`config.mk`:
```
export PLATFORM = sky130hd
export DESIGN_NAME = crc8_frame_ctrl
export DESIGN_NICKNAME = d
export VERILOG_FILES = /design/src/rtl/crc8_frame_ctrl.sv
export SDC_FILE = /design/constraint.sdc
export NUM_CORES = 1
export LEC_CHECK = 0
export ABC_AREA = 0
export BUFFER_PORTS_ARGS = -buffer_cell sky130_fd_sc_hd__buf_2
export CAP_MARGIN = 10
export CORE_ASPECT_RATIO = 1.5
export CORE_MARGIN = 1
export CORE_UTILIZATION = 50
export CTS_BUF_LIST = sky130_fd_sc_hd__clkbuf_8
export CTS_CLUSTER_DIAMETER = 40
export DETAILED_ROUTE_END_ITERATION = 12
export PLACE_DENSITY = 0.77
export REMOVE_ABC_BUFFERS = 1
export SYNTH_ARGS = -nofsm -noshare
export SYNTH_HDL_FRONTEND = slang
export SYNTH_SLANG_ARGS = --single-unit
```
`constraint.sdc`:
```
create_clock -name clk -period 1.4 [get_ports clk]
set_input_delay 0.07 -clock clk [delete_from_list [all_inputs] [get_ports clk]]
set_output_delay 0.07 -clock clk [all_outputs]
set_load 0.03 [all_outputs]
```
`src/rtl/crc8_frame_ctrl.sv`:
```
// Streaming CRC-8 (poly 0x07, MSB-first) framer: forwards payload through one output
// register and appends the CRC byte. Optional receive-check mode: CRC8_FRAME_CTRL_CHECK_EN.
module crc8_frame_ctrl #(
    parameter logic [7:0] INIT    = 8'h00,
    parameter logic [7:0] XOR_OUT = 8'h00,
    parameter int         CNT_W   = 16
) (
    input  logic             clk,
    input  logic             rst_n,
    input  logic             s_valid,
    output logic             s_ready,
    input  logic [7:0]       s_data,
    input  logic             s_last,
    output logic             m_valid,
    input  logic             m_ready,
    output logic [7:0]       m_data,
    output logic             m_last,
    output logic             busy,
    output logic [CNT_W-1:0] frame_cnt,
`ifdef CRC8_FRAME_CTRL_CHECK_EN
    input  logic             check_mode,
    output logic             crc_ok,
    output logic             crc_bad,
`endif
    output logic             error
);

    typedef enum logic [1:0] {IDLE, DATA, APPEND} state_t;

    state_t           state_q, state_d;
    logic [7:0]       crc_q, crc_d;
    logic [7:0]       m_data_q, m_data_d;
    logic             m_valid_q, m_valid_d;
    logic             m_last_q, m_last_d;
    logic [CNT_W-1:0] frame_cnt_q, frame_cnt_d;
    logic             error_q, error_d;
    logic             pend_q, pend_d;
    logic             free;
    logic             accept;
    logic [7:0]       crc_base;
`ifdef CRC8_FRAME_CTRL_CHECK_EN
    logic             check_q, check_d;
    logic             crc_ok_q, crc_ok_d;
    logic             crc_bad_q, crc_bad_d;
    logic             chk_now;
    logic             crc_match;
`endif

    // Byte-parallel form of eight MSB-first shifts of (c ^ d) through x^8+x^2+x+1.
    function automatic logic [7:0] crc8_step(input logic [7:0] c, input logic [7:0] d);
        logic [7:0] x;
        logic [7:0] n;
        x    = c ^ d;
        n[0] = x[0] ^ x[6] ^ x[7];
        n[1] = x[0] ^ x[1] ^ x[6];
        n[2] = x[0] ^ x[1] ^ x[2] ^ x[6];
        n[3] = x[1] ^ x[2] ^ x[3] ^ x[7];
        n[4] = x[2] ^ x[3] ^ x[4];
        n[5] = x[3] ^ x[4] ^ x[5];
        n[6] = x[4] ^ x[5] ^ x[6];
        n[7] = x[5] ^ x[6] ^ x[7];
        return n;
    endfunction

    assign free     = !m_valid_q || m_ready;
    assign s_ready  = free && (state_q != APPEND);
    assign accept   = s_valid && s_ready;
    assign crc_base = (state_q == IDLE) ? INIT : crc_q;

`ifdef CRC8_FRAME_CTRL_CHECK_EN
    // Mode is latched on the first byte so a mid-frame change of check_mode is ignored.
    assign chk_now   = (state_q == IDLE) ? check_mode : check_q;
    assign crc_match = (s_data == (crc_base ^ XOR_OUT));
`endif

    always_comb begin
        state_d     = state_q;
        crc_d       = crc_q;
        m_data_d    = m_data_q;
        m_valid_d   = m_valid_q;
        m_last_d    = m_last_q;
        frame_cnt_d = frame_cnt_q;
        // A byte offered while stalled and then withdrawn is a producer protocol violation.
        error_d     = error_q | (pend_q && !s_valid);
        pend_d      = s_valid && !s_ready && (state_q != APPEND);
`ifdef CRC8_FRAME_CTRL_CHECK_EN
        check_d     = check_q;
        crc_ok_d    = 1'b0;
        crc_bad_d   = 1'b0;
`endif
        if (m_ready) begin
            m_valid_d = 1'b0;
        end

        case (state_q)
            IDLE, DATA: begin
                if (accept) begin
                    m_data_d  = s_data;
                    m_last_d  = 1'b0;
                    m_valid_d = 1'b1;
                    crc_d     = crc8_step(crc_base, s_data);
                    state_d   = s_last ? APPEND : DATA;
`ifdef CRC8_FRAME_CTRL_CHECK_EN
                    if (state_q == IDLE) begin
                        check_d = check_mode;
                    end
                    if (chk_now && s_last) begin
                        m_last_d    = 1'b1;
                        crc_d       = INIT;
                        state_d     = IDLE;
                        frame_cnt_d = frame_cnt_q + CNT_W'(1);
                        crc_ok_d    = crc_match;
                        crc_bad_d   = !crc_match;
                    end
`endif
                end
            end
            APPEND: begin
                if (free) begin
                    m_data_d    = crc_q ^ XOR_OUT;
                    m_last_d    = 1'b1;
                    m_valid_d   = 1'b1;
                    crc_d       = INIT;
                    frame_cnt_d = frame_cnt_q + CNT_W'(1);
                    state_d     = IDLE;
                end
            end
            default: state_d = IDLE;
        endcase
    end

    always_ff @(posedge clk or negedge rst_n) begin
        if (!rst_n) begin
            state_q     <= IDLE;
            crc_q       <= INIT;
            m_data_q    <= 8'h00;
            m_valid_q   <= 1'b0;
            m_last_q    <= 1'b0;
            frame_cnt_q <= '0;
            error_q     <= 1'b0;
            pend_q      <= 1'b0;
`ifdef CRC8_FRAME_CTRL_CHECK_EN
            check_q     <= 1'b0;
            crc_ok_q    <= 1'b0;
            crc_bad_q   <= 1'b0;
`endif
        end else begin
            state_q     <= state_d;
            crc_q       <= crc_d;
            m_data_q    <= m_data_d;
            m_valid_q   <= m_valid_d;
            m_last_q    <= m_last_d;
            frame_cnt_q <= frame_cnt_d;
            error_q     <= error_d;
            pend_q      <= pend_d;
`ifdef CRC8_FRAME_CTRL_CHECK_EN
            check_q     <= check_d;
            crc_ok_q    <= crc_ok_d;
            crc_bad_q   <= crc_bad_d;
`endif
        end
    end

    assign m_valid   = m_valid_q;
    assign m_data    = m_data_q;
    assign m_last    = m_last_q;
    assign busy      = (state_q != IDLE);
    assign frame_cnt = frame_cnt_q;
    assign error     = error_q;
`ifdef CRC8_FRAME_CTRL_CHECK_EN
    assign crc_ok    = crc_ok_q;
    assign crc_bad   = crc_bad_q;
`endif

endmodule

```
==> impl_metrics.ini <==
[sta]
fmax_mhz = 696
timing.final.ws_setup_ns = -0.0361
final.setup.tns_ns = -0.130
fin_skew_ns = 0.00405
rsz0062_at_grt = true
tightest_slew_ns = 0.424
slew_viol_final = 0
holdWs_ns = 0.0496
min_period_over_period_pct = 103
hold_viol = 0
fin_crit_ns = 1.44
finalSetupViolCount = 9
relSlewSlack_pct = 71.7

[synth]
synth_top_area_share_pct = 49.2
async_flop_share_pct = 100
synthTopCellsByArea = dfrtp_1 49%, xnor2_1 15%, nand2_1 5.4%
synth_largest_area_cell = dfrtp_1
synth_edf_count = 0
synth_area_per_cell_sq_um = 10.6
syn_area_sq_mm = 0.00193
synth.most_common_cell = dfrtp_1
syn-instance-count = 183
synth_seq_area_share_pct = 49.2
synth-seq-cells = 38
ys.flop_type = dfrtp_1
synth_cell_types = 30
ys_top_cells_by_count = 38 x dfrtp_1, 34 x xnor2_1, 28 x nand2_1, 14 x o21ai_0, 9 x xor2_1
yosysWarningCount = 0

[placement]
dp_hpwl_um = 2990
gp_congestion = 0.806
io_buffers = 41
place_ws_ns = -0.0856

[worst_setup_path]
slowest_delay_ns = 0.45
required_ns = 1.33
setup.worst_path.class = flop to output port
critPathBufInv = 3
worst_setup_path_start_kind = flop
worstPathCellList = buf_12 -> nand2b_4 -> buf_6 -> and2_4 -> buf_6
slowest_stage = dfrtp_2
timing.critical_path.mode_cell = buf_6
cp-end-kind = output port
crit_arrival_ns = 1.37
path_delay_family = flip-flops
crit_fanout = 6

[drt]
drt_iter0_markers = 28
vias_per_cell = 5.21
drc_errors = 0
wl_um = 4080
ant_nets = 0
drtPass1Iterations = 4
num_vias = 1536
wl_per_cell_um = 13.8

[run]
maxCapViolations = 0

[finish]
syn_to_final_growth_pct = 33.3
final_layout_size_suffix_gt1_share_pct = 38.1
nNetsFinal = 265
diodes = 0
final_util_pct = 70.0

[die]
ios = 42
core_area_sq_mm = 0.00368
die_h_um = 78.2
die_x_um = 52.8
initial_core_util_pct = 52.5
num_rows = 27
dieArea_sq_mm = 0.00413

[clock_tree]
cts_tree = done
numCtsBuffers = 5
cts-root-buf = clkbuf_8
cts-htree-levels = 2
insertion_delay_ns = 0.29
cts.sinks = 38
clockBufferDepth = 2
clk_pin_slew_worst_paths_ns = 0.07

[pwr]
peakVddDrop_uv = 1090
power_per_cell_area_mw_per_mm2 = 1660
power_mw = 4.27
leakagePower_nw = 1.27

[global_route]
grt_pass1_vias = 1558
grt_pass1_wl_um = 6890
grt_use_total_pct = 22.8
grt_overflow = 0
antenna_found_initial = 0
grt_start_max_net_pins = 23

[worst_hold_path]
hold_class = input pin to flop

[outcome]
violations = setup timing
status = complete, but fails checks
-- report_power, final --
group / switching, mW / total (mW) / internal (mW)
Clock: 0.374 / 0.764 / 0.390
Sequential: 0.267 / 1.62 / 1.36
Combinational: 1.02 / 1.89 / 0.868
Total: 1.66 / 4.27 / 2.61
-- logic make-up (layout without fill, tap and decap cells) --
group | Yosys count | count (layout) | synth area share, %
and+or+nand+nor | 64 | 64 | 17.8
xor gates and xnor gates | 43 | 43 | 19.5
DFF | 38 | 38 | 49.2
AOI/OAI and AO/OA | 21 | 21 | 6.53
muxes | 9 | 9 | 4.72
buffers and inverters | 7 | 76 | 1.68
adders and majority gates | 1 | 1 | 0.647
-- routing by layer --
metal | global-route usage [%] | up-vias | wire, um
met2 | 40.4 | 40 | 2210
li1 | - | 749 | -
met4 | 8.68 | 0 | 82
met5 | 0 | - | 0
met3 | 4.46 | 8 | 153
met1 | 25.7 | 739 | 1640
-- final cells by class --
type	count	area (sq um)
well taps	43	53.8
inverters	2	7.51
repair buffers	66	437
clock inverters	2	8.76
multi-input cells	138	1040
flip-flops and latches	38	952
fillers	288	1100
clock buffers	6	82.6
-- layout by cell type, fill, tap and decap left out, types with 2 or more instances in the layout --
| cell | synthesis | routed |
|---|---|---|
| a211o_1 | 2 | 2 |
| a21o_1 | 2 | 2 |
| and3_1 | 3 | 3 |
| buf_12 | 0 | 2 |
| buf_2 | 2 | 40 |
| buf_4 | 1 | 19 |
| buf_6 | 0 | 3 |
| clkbuf_8 | 0 | 6 |
| dfrtp_1 | 38 | 37 |
| dlygate4sd3_1 | 0 | 2 |
| inv_1 | 1 | 2 |
| mux2i_1 | 8 | 8 |
| nand2_1 | 28 | 25 |
| nand2_2 | 0 | 2 |
| nand2b_4 | 1 | 2 |
| nand3_1 | 6 | 6 |
| nand3_2 | 4 | 4 |
| nand4_1 | 5 | 5 |
| nor2_1 | 7 | 4 |
| nor2_2 | 0 | 3 |
| nor2_4 | 2 | 2 |
| nor2b_1 | 2 | 2 |
| o21ai_0 | 14 | 12 |
| o21ai_1 | 0 | 2 |
| xnor2_1 | 34 | 30 |
| xnor2_2 | 0 | 4 |
| xor2_1 | 9 | 7 |
-- metrics by stage --
step,cell area [sq um],cells
floorplan,1910,178
global placement,2340,283
detailed placement,2340,283
CTS,2490,293
global route,2580,295
finish,2580,295
-- flip-flops by register name, indices dropped and copies added, names as in the netlist --
name / cells
frame_cnt: 16
state_q: 2
m_data: 8
pend_q: 1
error: 1
m_valid: 1
crc_q: 8
m_last: 1
-- what timing repair did --
item | CTS | global route
gates resized for setup | 11 | 12
setup buffers | 1 | 2
setup endpoints to repair | 12 | 19
hold buffers | 2 | 0
endpoints found under the hold margin | 17 | 0
pin swaps | 8 | 7
-- worst register-to-register path, cell delays in order, from the launching register on --
cell and delay, ns:
dfrtp_2 0.45, nor2_4 0.23, nor2_2 0.09, xnor2_2 0.15
buf_4 0.14, xnor2_1 0.16, o21ai_0 0.10
-- path summary, 6_finish.rpt --
kind / startpoint / to / slack [ns] / cells after the start
min in group asynchronous: rst_n / frame_cnt[5]$_DFFE_PN0P_ / 0.24 / 2
min reg2reg: pend_q$_DFF_PN0_ / error$_DFF_PN0_ / 0.46 / 1
max: state_q[1]$_DFFE_PN0P_ / s_ready / -0.04 / 5
max reg2reg: state_q[1]$_DFFE_PN0P_ / crc_q[2]$_DFFE_PN0P_ / -0.03 / 6
min: s_valid / state_q[0]$_DFFE_PN0P_ / 0.05 / 2
max in group asynchronous: rst_n / state_q[1]$_DFFE_PN0P_ / 0.70 / 3
Power figures use the tool's default switching activity.
